[src/rtl/unary_op_arbiter.sv]
`default_nettype none
// ----------------------------------------------------------------------------
// unary_op_arbiter: round-robin arbiter sharing one registered unary-op unit.
// Option macro: UNARY_OP_ARB_ILLEGAL_TRAP_EN (op 7 yields 0, sets sticky out_err)
// Revision: 1.0
// ----------------------------------------------------------------------------
module unary_op_arbiter #(
  parameter int NUM_REQ = 4,
  parameter int WIDTH   = 8
) (
  input  logic                       clk,
  input  logic                       rst,
  input  logic [NUM_REQ-1:0]         in_valid,
  output logic [NUM_REQ-1:0]         in_ready,
  input  logic [3*NUM_REQ-1:0]       in_op,
  input  logic [WIDTH*NUM_REQ-1:0]   in_operand,
  output logic                       out_valid,
  input  logic                       out_ready,
  output logic [WIDTH-1:0]           out_result,
  output logic [$clog2(NUM_REQ)-1:0] out_req_id,
  output logic                       out_err
);
  localparam int ID_W = $clog2(NUM_REQ);

  localparam logic [2:0] OP_PASS = 3'd0;
  localparam logic [2:0] OP_NEG  = 3'd1;
  localparam logic [2:0] OP_LNOT = 3'd2;
  localparam logic [2:0] OP_BNOT = 3'd3;
  localparam logic [2:0] OP_RAND = 3'd4;
  localparam logic [2:0] OP_INC  = 3'd5;
  localparam logic [2:0] OP_DEC  = 3'd6;
  localparam logic [2:0] OP_ILL  = 3'd7;

  logic [ID_W-1:0]  last_grant_q, last_grant_d;
  logic             out_valid_q, out_valid_d;
  logic [WIDTH-1:0] out_result_q, out_result_d;
  logic [ID_W-1:0]  out_req_id_q, out_req_id_d;

  logic             slot_free;
  logic             grant_any;
  logic             take;
  logic             hi_any;
  logic [ID_W-1:0]  hi_idx, lo_idx, grant_idx;
  logic [2:0]       sel_op;
  logic [WIDTH-1:0] sel_operand;
  logic [WIDTH-1:0] op_result;

  assign slot_free = !out_valid_q || out_ready;
  assign grant_any = |in_valid;
  assign take      = slot_free && grant_any;

  // Lowest valid index above last_grant wins; otherwise wrap to the lowest valid index.
  always_comb begin
    lo_idx = '0;
    hi_idx = '0;
    hi_any = 1'b0;
    for (int i = NUM_REQ - 1; i >= 0; i--) begin
      if (in_valid[i]) begin
        lo_idx = ID_W'(i);
        if (ID_W'(i) > last_grant_q) begin
          hi_idx = ID_W'(i);
          hi_any = 1'b1;
        end
      end
    end
  end

  assign grant_idx = hi_any ? hi_idx : lo_idx;

  always_comb begin
    in_ready = '0;
    if (take && !rst) begin
      in_ready[grant_idx] = 1'b1;
    end
  end

  always_comb begin
    sel_op      = '0;
    sel_operand = '0;
    for (int i = 0; i < NUM_REQ; i++) begin
      if (ID_W'(i) == grant_idx) begin
        sel_op      = in_op[3*i +: 3];
        sel_operand = in_operand[WIDTH*i +: WIDTH];
      end
    end
  end

  always_comb begin
    case (sel_op)
      OP_PASS: op_result = sel_operand;
      OP_NEG:  op_result = -sel_operand;
      OP_LNOT: op_result = WIDTH'(!sel_operand[0]);
      OP_BNOT: op_result = ~sel_operand;
      OP_RAND: op_result = WIDTH'(&sel_operand);
      OP_INC:  op_result = sel_operand + WIDTH'(1);
      OP_DEC:  op_result = sel_operand - WIDTH'(1);
      default: begin
`ifdef UNARY_OP_ARB_ILLEGAL_TRAP_EN
        op_result = '0;
`else
        op_result = sel_operand;
`endif
      end
    endcase
  end

  always_comb begin
    last_grant_d = last_grant_q;
    out_valid_d  = out_valid_q;
    out_result_d = out_result_q;
    out_req_id_d = out_req_id_q;
    if (take) begin
      last_grant_d = grant_idx;
      out_valid_d  = 1'b1;
      out_result_d = op_result;
      out_req_id_d = grant_idx;
    end else if (slot_free) begin
      out_valid_d = 1'b0;
    end
  end

  always_ff @(posedge clk) begin
    if (rst) begin
      last_grant_q <= ID_W'(NUM_REQ - 1);
      out_valid_q  <= 1'b0;
      out_result_q <= '0;
      out_req_id_q <= '0;
    end else begin
      last_grant_q <= last_grant_d;
      out_valid_q  <= out_valid_d;
      out_result_q <= out_result_d;
      out_req_id_q <= out_req_id_d;
    end
  end

  assign out_valid  = out_valid_q;
  assign out_result = out_result_q;
  assign out_req_id = out_req_id_q;

`ifdef UNARY_OP_ARB_ILLEGAL_TRAP_EN
  logic err_q, err_d;

  assign err_d = err_q || (take && (sel_op == OP_ILL));

  always_ff @(posedge clk) begin
    if (rst) begin
      err_q <= 1'b0;
    end else begin
      err_q <= err_d;
    end
  end

  assign out_err = err_q;
`else
  assign out_err = 1'b0;
`endif

endmodule
`default_nettype wire

[config.mk]
export PLATFORM = sky130hd
export DESIGN_NAME = unary_op_arbiter
export DESIGN_NICKNAME = d
export VERILOG_FILES = /design/src/rtl/unary_op_arbiter.sv
export SDC_FILE = /design/constraint.sdc
export NUM_CORES = 1
export LEC_CHECK = 0
export ABC_CLOCK_PERIOD_IN_PS = 9800
export BUFFER_PORTS_ARGS = -buffer_cell sky130_fd_sc_hd__buf_2
export CORE_AREA = 3 3 63 65
export CTS_BUF_LIST = sky130_fd_sc_hd__clkbuf_8 sky130_fd_sc_hd__clkbuf_16
export DETAILED_ROUTE_END_ITERATION = 16
export DIE_AREA = 0 0 66 68
export HOLD_SLACK_MARGIN = 0.02
export PLACE_DENSITY = 0.88
export SLEW_MARGIN = 30
export SYNTH_ARGS = -nofsm -noshare
export SYNTH_HDL_FRONTEND = slang
export SYNTH_SLANG_ARGS = --single-unit
[constraint.sdc]
create_clock -name clk -period 9.8 [get_ports clk]
set_input_delay 1.47 -clock clk [delete_from_list [all_inputs] [get_ports clk]]
set_output_delay 1.47 -clock clk [all_outputs]
set_load 0.01 [all_outputs]
### Word level (Yosys, flattened, before mapping)

Index checks and enable logic that the tools add are counted.

| word-level totals | value |
|---|---|
| register bits | 13 |
| input bits | 51 |
| output and inout bits | 16 |
| word-level logic and storage cells | 69 |

| cells by class | value |
|---|---|
| add/subtract/negate cells | 3 |
| order comparisons | 6 |
| equality and inequality tests | 9 |
| mux-type cells | 35 |
| bitwise gates (word level) | 1 |
| reductions and logical operators | 11 |

Operator list:

| kind | number |
|---|---|
| 8-bit case mux with 6 select lines | 1 |
| 8-bit 2-to-1 mux | 4 |
| 2-bit 2-to-1 mux | 13 |
| 3-bit 2-to-1 mux | 4 |
| 1-bit 2-to-1 mux | 11 |
| 3-bit equality test (second input constant) | 3 |
| 8-bit by 1-bit adder with 8-bit output (second input constant) | 1 |
| 8-bit negator | 1 |
| 8-bit NOT | 1 |
| 8-bit AND reduction | 1 |
| 8-bit by 1-bit subtractor with 8-bit output (second input constant) | 1 |
| 3-bit by 2-bit equality test with 1-bit output (second input constant) | 2 |
| 2-bit equality test (first input constant) | 2 |
| 1-bit by 2-bit > comparator with 1-bit output (first input constant) | 2 |
| 2-bit > comparator (first input constant) | 2 |
| 4-bit 2-to-1 mux | 1 |
| 4-bit OR reduction | 1 |
| 3-bit by 1-bit equality test with 1-bit output (second input constant) | 1 |
| 1-bit logical AND | 3 |
| 1-bit zero test | 3 |
| 2-bit by 3-bit < comparator with 1-bit output (second input constant) | 1 |
| 1-bit demux with 2-bit select | 1 |
| 1-bit by 2-bit equality test with 1-bit output (first input constant) | 1 |
| 2-bit by 1-bit greater-or-equal comparator with 1-bit output (second input constant) | 1 |
| other kinds (3) | 3 |

### Longest topological paths before layout

| depth | value |
|---|---|
| depth in word-level cells | 17 |
| mapped depth | 16 |
| depth with buffers taken out | 15 |

### Least setup slack after synthesis

Ideal clock, no wire load.

| timing path | value |
|---|---|
| kind | input-to-reg |
| start point | input port in_valid[2] |
| end point | register out_result_q[4] (netlist: out_result[4]) |
| library setup time | 0.091 ns |
| arrival time | 4.261 ns |
| required time | 9.709 ns |
| path slack | 5.448 ns |
| stages on the path | 16 |
| buffers on the path | 2 |
| cell sequence | nand2b_1 -> a21o_1 -> o311ai_1 -> buf_4 -> buf_4 -> mux2i_1 -> inv_1 -> fa_1 -> nor2b_1 -> o21ai_0 -> nand2b_1 -> xor2_1 -> a21oi_1 -> o211ai_1 -> o21ai_0 -> a311oi_1 |

| on the way | value |
|---|---|
| cells in the longest elaborated chain, start to end | 13 |
| elaborated cells between the ends (all ways) | 39 |
| classes of those cells | add/sub (3); eq/ne (9); mux (23); bitwise (1); reduce/logical (3) |

RTL lines:

| what | RTL line | text |
|---|---|---|
| start: declaration | 13 | `input logic [NUM_REQ-1:0] in_valid,` |
| 2-bit 2-to-1 mux / 1-bit 2-to-1 mux (equally long branches) | 58 | `if (in_valid[i]) begin` |
| 2-bit 2-to-1 mux / 1-bit 2-to-1 mux (equally long branches) | 60 | `if (ID_W'(i) > last_grant_q) begin` |
| 2-bit 2-to-1 mux / 1-bit 2-to-1 mux (equally long branches) | 58 |  |
| 2-bit 2-to-1 mux / 1-bit 2-to-1 mux (equally long branches) | 60 |  |
| 2-bit 2-to-1 mux / 1-bit 2-to-1 mux (equally long branches) | 58 |  |
| 2-bit 2-to-1 mux | 68 | `assign grant_idx = hi_any ? hi_idx : lo_idx;` |
| 2-bit zero test | 81 | `if (ID_W'(i) == grant_idx) begin` |
| 8-bit 2-to-1 mux / 3-bit 2-to-1 mux (equally long branches) (4 in a row) | 81 |  |
| 8-bit by 1-bit subtractor with 8-bit output (tied with other cells) | 96 | `OP_DEC: op_result = sel_operand - WIDTH'(1);` |
| 8-bit case mux with 6 select lines | 89 | `case (sel_op)` |
| end signal: assignment | 131 | `out_result_q <= out_result_d;` |
| end: declaration | 36 | `logic [WIDTH-1:0] out_result_q, out_result_d;` |

Parallel ways exist; a longest one is shown, timed or not.
A chain may end at the register's enable or synchronous reset.

### Worst setup path after layout

| timing path | value |
|---|---|
| start point | input port in_valid[3] |
| end point | register out_result_q[6] (netlist: out_result[6]) |

| on the way | value |
|---|---|
| cells in the longest elaborated chain, start to end | 15 |
| elaborated cells between the ends (all ways) | 44 |
| classes of those cells | add/sub (3); eq/ne (9); mux (28); bitwise (1); reduce/logical (3) |

RTL lines:

| what | RTL line |
|---|---|
| 2-bit 2-to-1 mux / 1-bit 2-to-1 mux (equally long branches) | 58 |
| 2-bit 2-to-1 mux / 1-bit 2-to-1 mux (equally long branches) | 60 |
| 2-bit 2-to-1 mux / 1-bit 2-to-1 mux (equally long branches) | 58 |
| 2-bit 2-to-1 mux / 1-bit 2-to-1 mux (equally long branches) | 60 |
| 2-bit 2-to-1 mux / 1-bit 2-to-1 mux (equally long branches) | 58 |
| 2-bit 2-to-1 mux / 1-bit 2-to-1 mux (equally long branches) | 60 |
| 2-bit 2-to-1 mux / 1-bit 2-to-1 mux (equally long branches) | 58 |
| 2-bit 2-to-1 mux | 68 |
| 2-bit zero test | 81 |
| 8-bit 2-to-1 mux / 3-bit 2-to-1 mux (equally long branches) (4 in a row) | 81 |
| 8-bit by 1-bit subtractor with 8-bit output (tied with other cells) | 96 |
| 8-bit case mux with 6 select lines | 89 |

Parallel ways exist; a longest one is shown, timed or not.

==> results.cfg <==
[run_status]
status = completed

[cts]
clockBufferDepth = 2
cts.htree.levels = 1
clkTransAtPathRegs_ns = 0.05
cts_tree = done
cts_resized = 0
clk_latency_ns = 0.24
numCtsBuffers = 3
cts_root_buf = clkbuf_8
cts_sinks = 13
hold_buffers = 0
cts_setup_buffers = 0

[sta]
drv_slew = 0
post-route-min-period_ns = 4.93
fin_tns_setup_ns = 0
finalSetupViolCount = 0
fin_ws_ns = 4.87
fmax_ghz = 0.203
worst_pin_slew_ns = 0.787
rsz0062_at_grt = false
period_share = 0.503
hold_slack_ns = 0.461
hold_violations = 0
fin_worst_skew_ns = 0.00473
max_slew_margin = 0.460

[setup_path]
worstSetupPathType = primary input to flop
cp-start-kind = primary input
cp_top_family = simple AND/OR/NAND/NOR gates
crit_chain = buf_2 > nor2b_1 > o21ai_1 > o311ai_4 > buf_4 > mux2i_4 > nand3_2 > inv_1 > ha_1 > nor2b_1 > o21ai_0 > nand2b_1 > nor4b_1 > a2111oi_2 > xor2_1 > o21ai_1
reg2reg_from = last_grant_q[1]
worstPathBufferInverterCount = 3
regToRegSetupSlack_ns = 5.79
cpMaxStageDelayCell = mux2i_4
r2r_cells = 15
slowest_delay_ns = 0.55
cp-end-kind = flop
path_max_fanout = 19
arrival_ns = 5.05
critPathLaunch = in_valid[3]
crit_required_ns = 9.92
timing.rr.end = out_result[6]

[synth]
yosys_warnings = 0
ys_top_cells_by_count = mux2i_1, nor2_1, dfxtp_1
yosysMostFrequentCell = mux2i_1
synth_edf_count = 0
synthTopCellsByArea = mux2i_1, dfxtp_1, ha_1
synth.distinct_cells = 56
synth_nets = 287
syn_area_per_cell_um2 = 8.06
yosysSeqAreaShare = 0.142
syn_inst = 227
synthArstFlopShare = 0
synth.largest_area_cell = mux2i_1
synth_area_um2 = 1830
synth_flop_cell = dfxtp_1
synth_top_area_frac = 0.148
ys_ff_latch = 13

[detailed_routing]
vias = 1922
drc = 0
first_pass_iters = 4
totalWireLength_mm = 4.79
wire_per_inst_um = 14.5
drt-initial-drc-count = 109
ant_nets = 0
routed_via_density = 5.84

[die]
die-area_um2 = 4490
ios = 67
core_um2 = 3390
start_util = 0.540
die_x_um = 66
die_y_um = 68
rows = 21

[power_and_ir_drop]
irDropWorstVdd_mv = 0.0710
leakage_nw = 1.04
powerDensity_nw_per_um2 = 155

[finish]
synthToLayoutAreaGrowth_pct = 21.3
layout-drive-gt1-share = 0.336
layout.nets = 344
diodes = 0
fillCellCount = 315

[min_path]
hold_depth = 2
hp-class = flop to flop
worstHoldStart = out_result[1]
hold_end = out_result[1]

[placed_design]
place_ws_ns = 4.29
gp_congestion = 0.927
io_buffers = 65
hpwl_mm = 3.94

[global_routing]
overflow = 0
grt_start_max_net_pins = 28
grt.total_usage = 0.226
grt_pass1_vias = 1832
antenna_found_initial = 0
grt_pass1_wl_mm = 8.13

[flow_run]
max-cap-violations = 0
## cell type report
class,count,area (um2),area share
clock inverter,1,3.75,0.00169
clock buffer,3,41.3,0.0186
inverter,6,32.5,0.0146
multi-input combinational,193,1480,0.665
tap,46,57.6,0.0259
sequential,13,260,0.117
timing repair buffer,67,348,0.157
## layout by cell type (no fill, tap or decap), types with 4 or more instances in the layout
| cell | n |
|---|---|
| mux2_2 | 4 |
| nor3_1 | 8 |
| nand2_1 | 10 |
| nand2b_1 | 5 |
| nor2b_1 | 5 |
| nor2_1 | 23 |
| buf_2 | 65 |
| o211ai_1 | 5 |
| a211oi_1 | 4 |
| nand3_1 | 8 |
| xnor2_1 | 7 |
| a21oi_1 | 11 |
| ha_1 | 8 |
| o21ai_0 | 8 |
| mux2i_1 | 26 |
| dfxtp_1 | 13 |
| o21ai_1 | 6 |
| a31oi_1 | 4 |
## registers in the layout, indices dropped and copies added, names as in the netlist
register / count
out_result: 8
last_grant_q: 2
out_valid: 1
out_req_id: 2
## where the power goes
part / switching (mW) / leakage (nW) / internal (mW)
clock network: 0.0175 / 0.0269 / 0.0275
registers: 0.00548 / 0.108 / 0.0625
logic: 0.134 / 0.904 / 0.0983
## cells by family after synthesis
| logic type | synth area share |
|---|---|
| fa+ha+maj | 0.0656 |
| compound gates | 0.219 |
| mux | 0.227 |
| simple gates | 0.223 |
| other cells | 0.00205 |
| xor+xnor | 0.0479 |
| buf+inv | 0.0731 |
| flops | 0.142 |
## layer usage
layer  track usage  wire [um]
met2         0.424       2420
met3        0.0230        342
met1         0.277       2010
met4        0.0508         16
met5             0          0
## metrics by stage
step           cell area [um2]  utilization  power (mW)  cells
2_1_floorplan             1830            -       0.247    227
3_3_place_gp              2150        0.636       0.292    324
5_1_grt                   2220        0.655       0.376    329
4_1_cts                   2200        0.649       0.342    328
3_5_place_dp              2150        0.636       0.297    324
6_report                  2220        0.655       0.345    329
## worst max-delay path by stage
stage / endpoint / slack, ns / cells after the start
2_1_floorplan: out_result[4] / 5.45 / 16
3_3_place_gp: out_result[6] / 4.45 / 15
3_5_place_dp: out_result[6] / 4.29 / 15
4_1_cts: out_result[6] / 4.54 / 15
5_1_grt: out_result[4] / 4.47 / 17
6_report: out_result[6] / 4.87 / 16
## tightest hold or removal path, stage by stage, from the launching register on
cell     delay, ns
dfxtp_1       0.31
nand2_1       0.05
a21oi_1       0.05
Note: power is estimated with default switching activity, not from simulation.
